===== config.mk =====
export PLATFORM = sky130hd
export DESIGN_NAME = pattern_gen
export DESIGN_NICKNAME = d
export VERILOG_FILES = /design/src/rtl/pattern_gen.sv
export SDC_FILE = /design/constraint.sdc
export NUM_CORES = 1
export LEC_CHECK = 0
export ABC_CLOCK_PERIOD_IN_PS = 1800
export CORE_UTILIZATION = 40
export DETAILED_ROUTE_END_ITERATION = 10
export PLACE_DENSITY = 0.64
export SETUP_SLACK_MARGIN = 0.2
export SLEW_MARGIN = 20
export SYNTH_ARGS = -nofsm -noshare
export SYNTH_HDL_FRONTEND = slang
export SYNTH_SLANG_ARGS = --single-unit

===== constraint.sdc =====
create_clock -name clk_i -period 1.8 [get_ports clk_i]
set_input_delay 0.36 -clock clk_i [delete_from_list [all_inputs] [get_ports clk_i]]
set_output_delay 0.36 -clock clk_i [all_outputs]
set_load 0.02 [all_outputs]

===== src/rtl/pattern_gen.sv =====
// Serial frame generator: shifts out up to DATA_W frame bits MSB first, with an optional
// 0,1,1,0,1 tail, under valid/ready handshake, and counts overlapping 01101 patterns per frame.
module pattern_gen #(
  parameter int DATA_W = 16,
  parameter int CNT_W  = 8,
  localparam int LEN_W = $clog2(DATA_W) + 1
) (
  input  logic              clk_i,
  input  logic              rst_i,
  input  logic              start_i,
  input  logic [DATA_W-1:0] data_i,
  input  logic [LEN_W-1:0]  len_i,
  input  logic              inject_i,
  input  logic              ready_i,
  output logic              valid_o,
  output logic              d_o,
  output logic              busy_o,
  output logic              done_o,
  output logic [CNT_W-1:0]  pattern_cnt_o
);

  typedef enum logic [3:0] {
    IDLE = 4'b0001,
    SEND = 4'b0010,
    TAIL = 4'b0100,
    DONE = 4'b1000
  } state_t;

  localparam logic [4:0]       PATTERN = 5'b01101;
  localparam logic [CNT_W-1:0] CNT_MAX = {CNT_W{1'b1}};

  state_t              state_q, state_d;
  logic [DATA_W-1:0]   shreg_q, shreg_d;
  logic [LEN_W-1:0]    bits_left_q, bits_left_d;
  logic                inject_q, inject_d;
  logic [2:0]          tail_idx_q, tail_idx_d;
  logic [4:0]          hist_q, hist_d;
  logic [2:0]          sent_q, sent_d;
  logic [CNT_W-1:0]    cnt_q, cnt_d;
  logic [LEN_W-1:0]    len_eff;
  logic                bit_cur;
  logic                xfer;

  function automatic logic [CNT_W-1:0] sat_inc(input logic [CNT_W-1:0] v);
    sat_inc = (v == CNT_MAX) ? v : v + 1'b1;
  endfunction

  assign len_eff = (len_i > LEN_W'(DATA_W)) ? LEN_W'(DATA_W) : len_i;

  always_comb begin
    bit_cur = 1'b0;
    case (state_q)
      SEND:    bit_cur = shreg_q[DATA_W-1];
      TAIL:    bit_cur = PATTERN[3'd4 - tail_idx_q];
      default: bit_cur = 1'b0;
    endcase
  end

  assign valid_o       = (state_q == SEND) || (state_q == TAIL);
  assign busy_o        = valid_o;
  assign done_o        = (state_q == DONE);
  assign d_o           = bit_cur;
  assign pattern_cnt_o = cnt_q;
  assign xfer          = valid_o && ready_i;

  always_comb begin
    state_d     = state_q;
    shreg_d     = shreg_q;
    bits_left_d = bits_left_q;
    inject_d    = inject_q;
    tail_idx_d  = tail_idx_q;
    hist_d      = hist_q;
    sent_d      = sent_q;
    cnt_d       = cnt_q;

    case (state_q)
      IDLE: begin
        if (start_i) begin
          shreg_d     = data_i;
          bits_left_d = len_eff;
          inject_d    = inject_i;
          tail_idx_d  = 3'd0;
          hist_d      = 5'd0;
          sent_d      = 3'd0;
          cnt_d       = '0;
          if (len_eff != '0)  state_d = SEND;
          else if (inject_i)  state_d = TAIL;
          else                state_d = DONE;
        end
      end
      SEND: begin
        if (xfer) begin
          shreg_d     = shreg_q << 1;
          bits_left_d = bits_left_q - 1'b1;
          if (bits_left_q == LEN_W'(1)) state_d = inject_q ? TAIL : DONE;
        end
      end
      TAIL: begin
        if (xfer) begin
          tail_idx_d = tail_idx_q + 3'd1;
          if (tail_idx_q == 3'd4) state_d = DONE;
        end
      end
      DONE:    state_d = IDLE;
      default: state_d = IDLE;
    endcase

    // sent_q saturates at 5: only "at least five bits so far" matters for matching
    if (xfer) begin
      hist_d = {hist_q[3:0], bit_cur};
      sent_d = (sent_q >= 3'd4) ? 3'd5 : sent_q + 3'd1;
      if ((hist_d == PATTERN) && (sent_q >= 3'd4)) cnt_d = sat_inc(cnt_q);
    end
  end

  always_ff @(posedge clk_i) begin
    if (rst_i) begin
      state_q     <= IDLE;
      shreg_q     <= '0;
      bits_left_q <= '0;
      inject_q    <= 1'b0;
      tail_idx_q  <= 3'd0;
      hist_q      <= 5'd0;
      sent_q      <= 3'd0;
      cnt_q       <= '0;
    end else begin
      state_q     <= state_d;
      shreg_q     <= shreg_d;
      bits_left_q <= bits_left_d;
      inject_q    <= inject_d;
      tail_idx_q  <= tail_idx_d;
      hist_q      <= hist_d;
      sent_q      <= sent_d;
      cnt_q       <= cnt_d;
    end
  end

endmodule


==> impl_metrics.env <==
export IMPL_cts_hold_fix_buffers=0
export IMPL_power_switching_mw=1.90
export IMPL_synth_area_mm2=0.00235
export IMPL_timing_rr_end="bits_left_q[1]"
export IMPL_pwr_share_clk_pct=13.2
export IMPL_layout_commonest_cell="buf_4"
export IMPL_holdPathEnd="shreg_q[6]"
export IMPL_peakVddDrop_v=0.000829
export IMPL_synthCells=286
export IMPL_initial_core_util_pct=42.1
export IMPL_numPortBuffers=37
export IMPL_avgRoutedWirePerCell_um=16.6
export IMPL_fmaxAchievable_ghz=0.533
export IMPL_diodes=0
export IMPL_gp_congestion=0.827
export IMPL_rr_worst_depth=7
export IMPL_rsz0062_at_grt="yes"
export IMPL_io_pins=38
export IMPL_power_density_mw_per_mm2=1230
export IMPL_drt_vias_per_instance=5.65
export IMPL_worstHoldPathCells=2
export IMPL_holdWs_ns=0.486
export IMPL_sw_frac_of_total_pct=37.4
export IMPL_cts_buffers=5
export IMPL_cts_htree_levels=2
export IMPL_fin_nets=420
export IMPL_worstMarginPinSlew_ns=0.428
export IMPL_ctsLongestPathBuffers=2
export IMPL_critical_path_arrival_ns=1.52
export IMPL_syn_to_final_growth_pct=76.1
export IMPL_hp_class="flip-flop to flip-flop"
export IMPL_drcViolationCount=0
export IMPL_hold_viol=0
export IMPL_slew_violations=0
export IMPL_clk_latency_ns=0.30
export IMPL_num_vias=2593
export IMPL_placed_area_mm2=0.00316
export IMPL_die_y_um=78.6
export IMPL_skew_ns=0.00794
export IMPL_ys_flop_type="dfxtp_1"
export IMPL_grt_overflow=0
export IMPL_r2r_slack_ns=-0.04
export IMPL_synth_area_per_cell_um2=8.21
export IMPL_fin_util_pct=74.2
export IMPL_ys_types=50
export IMPL_setup_violations=6
export IMPL_grt_pass1_vias=2331
export IMPL_coreArea_mm2=0.00557
export IMPL_internal_power_mw=3.19
export IMPL_synth_edf_count=0
export IMPL_drtIter0Drc=145
export IMPL_wl_mm=7.64
export IMPL_p_leak_nw=1.61
export IMPL_outcome="finished with violations"
export IMPL_worstHoldStart="shreg_q[5]"
export IMPL_design_area_mm2=0.00414
export IMPL_p_seq_share_pct=27.1
export IMPL_ant_nets=0
export IMPL_slew_headroom_pct=71.2
export IMPL_clk_pin_slew_ns=0.09
export IMPL_die_area_mm2=0.00618
export IMPL_dr_pass1_iters=4
export IMPL_fin_crit_sh_pct=104
export IMPL_fill_cells=388
export IMPL_crit_type="flip-flop to output pin"
export IMPL_drive_above_1_share_pct=44.2
export IMPL_setup_slack_ns=-0.0750
export IMPL_tritoncts="built"
export IMPL_die_w_um=78.6
export IMPL_startpoint_type="flip-flop"
export IMPL_cap_violations=0
export IMPL_min_period_ns=1.88
export IMPL_ys_warn_count=0
export IMPL_violations="negative setup slack"
export IMPL_cp_max_fo=2
export IMPL_p_comb_share_pct=59.7
export IMPL_antenna_found_initial=0
export IMPL_dp_slack_ns=-0.334
export IMPL_rows=27
export IMPL_grt_pass1_wl_mm=11.4
export IMPL_grt_util_all_layers_pct=23.6
export IMPL_cts_sinks=44
export IMPL_dp_hpwl_mm=4.24
export IMPL_required_ns=1.44
export IMPL_final_cell_mix="buf_4 (41), dfxtp_1 (38), nand2_1 (36)"
export IMPL_cp_end_kind="output pin"
export IMPL_async_flop_share_pct=0
export IMPL_root_buffer="clkbuf_8"
export IMPL_seq_area_frac_synth_pct=37.5
export IMPL_synth_seq_cells=44
export IMPL_grt_max_degree=36
export IMPL_r2r_start="state_q[3]"
export IMPL_syn_nets=320
metal layers:
metal	up-vias	global-route usage, %	part of all wire, %
met2	59	38.6	49
met3	10	3.49	3.7
met4	0	8.33	1.5
li1	1253	-	-
met1	1271	31.3	45
met5	-	0	0
how the worst max path moves through the flow:
stage	start	to	slack (ns)	cells past startpoint
final	tail_idx_q[1]	d_o	-0.08	6
after global routing	tail_idx_q[0]	d_o	-0.11	6
after CTS	tail_idx_q[0]	d_o	-0.07	6
after detailed placement	ready_i	pattern_cnt_o[4]	-0.33	5
after global placement	ready_i	pattern_cnt_o[7]	-0.27	5
after floorplan	state_q[3]	state_q[3]	0.09	4
worst max-delay path, stage by stage (launching register included):
cell and delay, ns:
dfxtp_2 0.34, inv_2 0.05, ha_4 0.16, ha_4 0.25, nor2_2 0.03, a22o_1 0.24, buf_6 0.15
cell usage after synthesis (4+ instances only):
cell type   n  share of area, %
o21ai_0     6               1.3
nand2_1    43               6.9
nor2_1     38               6.1
ha_1        8               4.3
nand4_1     7               1.9
buf_2       7               1.5
a311oi_1   20               7.5
and2_1      4               1.1
a31oi_1     5               1.3
nand3_1     7               1.5
clkbuf_1    8               1.3
a21o_1      4               1.3
a22oi_1     5               1.6
a211oi_1    6               1.9
a21oi_1    11               2.3
inv_1      11               1.8
dfxtp_1    44                38
kinds of logic after synthesis:
kind of cell / synth area share, %
xor+xnor: 1.12
flops: 37.5
buf+inv: 5.86
fa+ha+maj: 4.26
compound gates: 23.3
simple gates: 28.0
area by class of cell:
cell class	count	area (um^2)	share of cell area, %
sequential	44	898	21.7
clock buffer	6	82.6	2.00
inverter	11	41.3	0.998
timing repair buffer	113	1200	29.1
multi-input combinational	211	1810	43.6
clock inverter	2	13.8	0.333
tap	72	90.1	2.18
power groups by stage:
stage	combinational [mW]	sequential (mW)	clock, mW
4_1_cts	2.48	1.33	0.687
2_1_floorplan	0.990	1.28	0
6_report	3.04	1.38	0.672
5_1_grt	3.20	1.41	0.723
3_3_place_gp	1.61	1.33	0
3_5_place_dp	1.64	1.33	0
metrics by stage:
| stage | instances | power, mW | TNS [ns] |
|---|---|---|---|
| 2_1_floorplan | 286 | 2.27 | 0 |
| 3_3_place_gp | 418 | 2.93 | -7.04 |
| 3_5_place_dp | 418 | 2.97 | -7.87 |
| 4_1_cts | 445 | 4.49 | -0.113 |
| 5_1_grt | 459 | 5.33 | -0.714 |
| 6_report | 459 | 5.09 | -0.199 |
registers in the layout, indices dropped and copies added, names as in the netlist:
| name | cells |
|---|---|
| sent_q | 3 |
| pattern_cnt_o | 8 |
| inject_q | 1 |
| bits_left_q | 5 |
| tail_idx_q | 3 |
| state_q | 4 |
| shreg_q | 16 |
| hist_q | 4 |
timing repair:
| action | 4_1_cts | 5_1_grt |
|---|---|---|
| pin swaps | 42 | 28 |
| resized for setup | 96 | 72 |
| endpoints found under the setup margin | 54 | 46 |
| gates cloned | 5 | 0 |
| buffers inserted | 14 | 14 |
(Power assumes the default switching activity.)
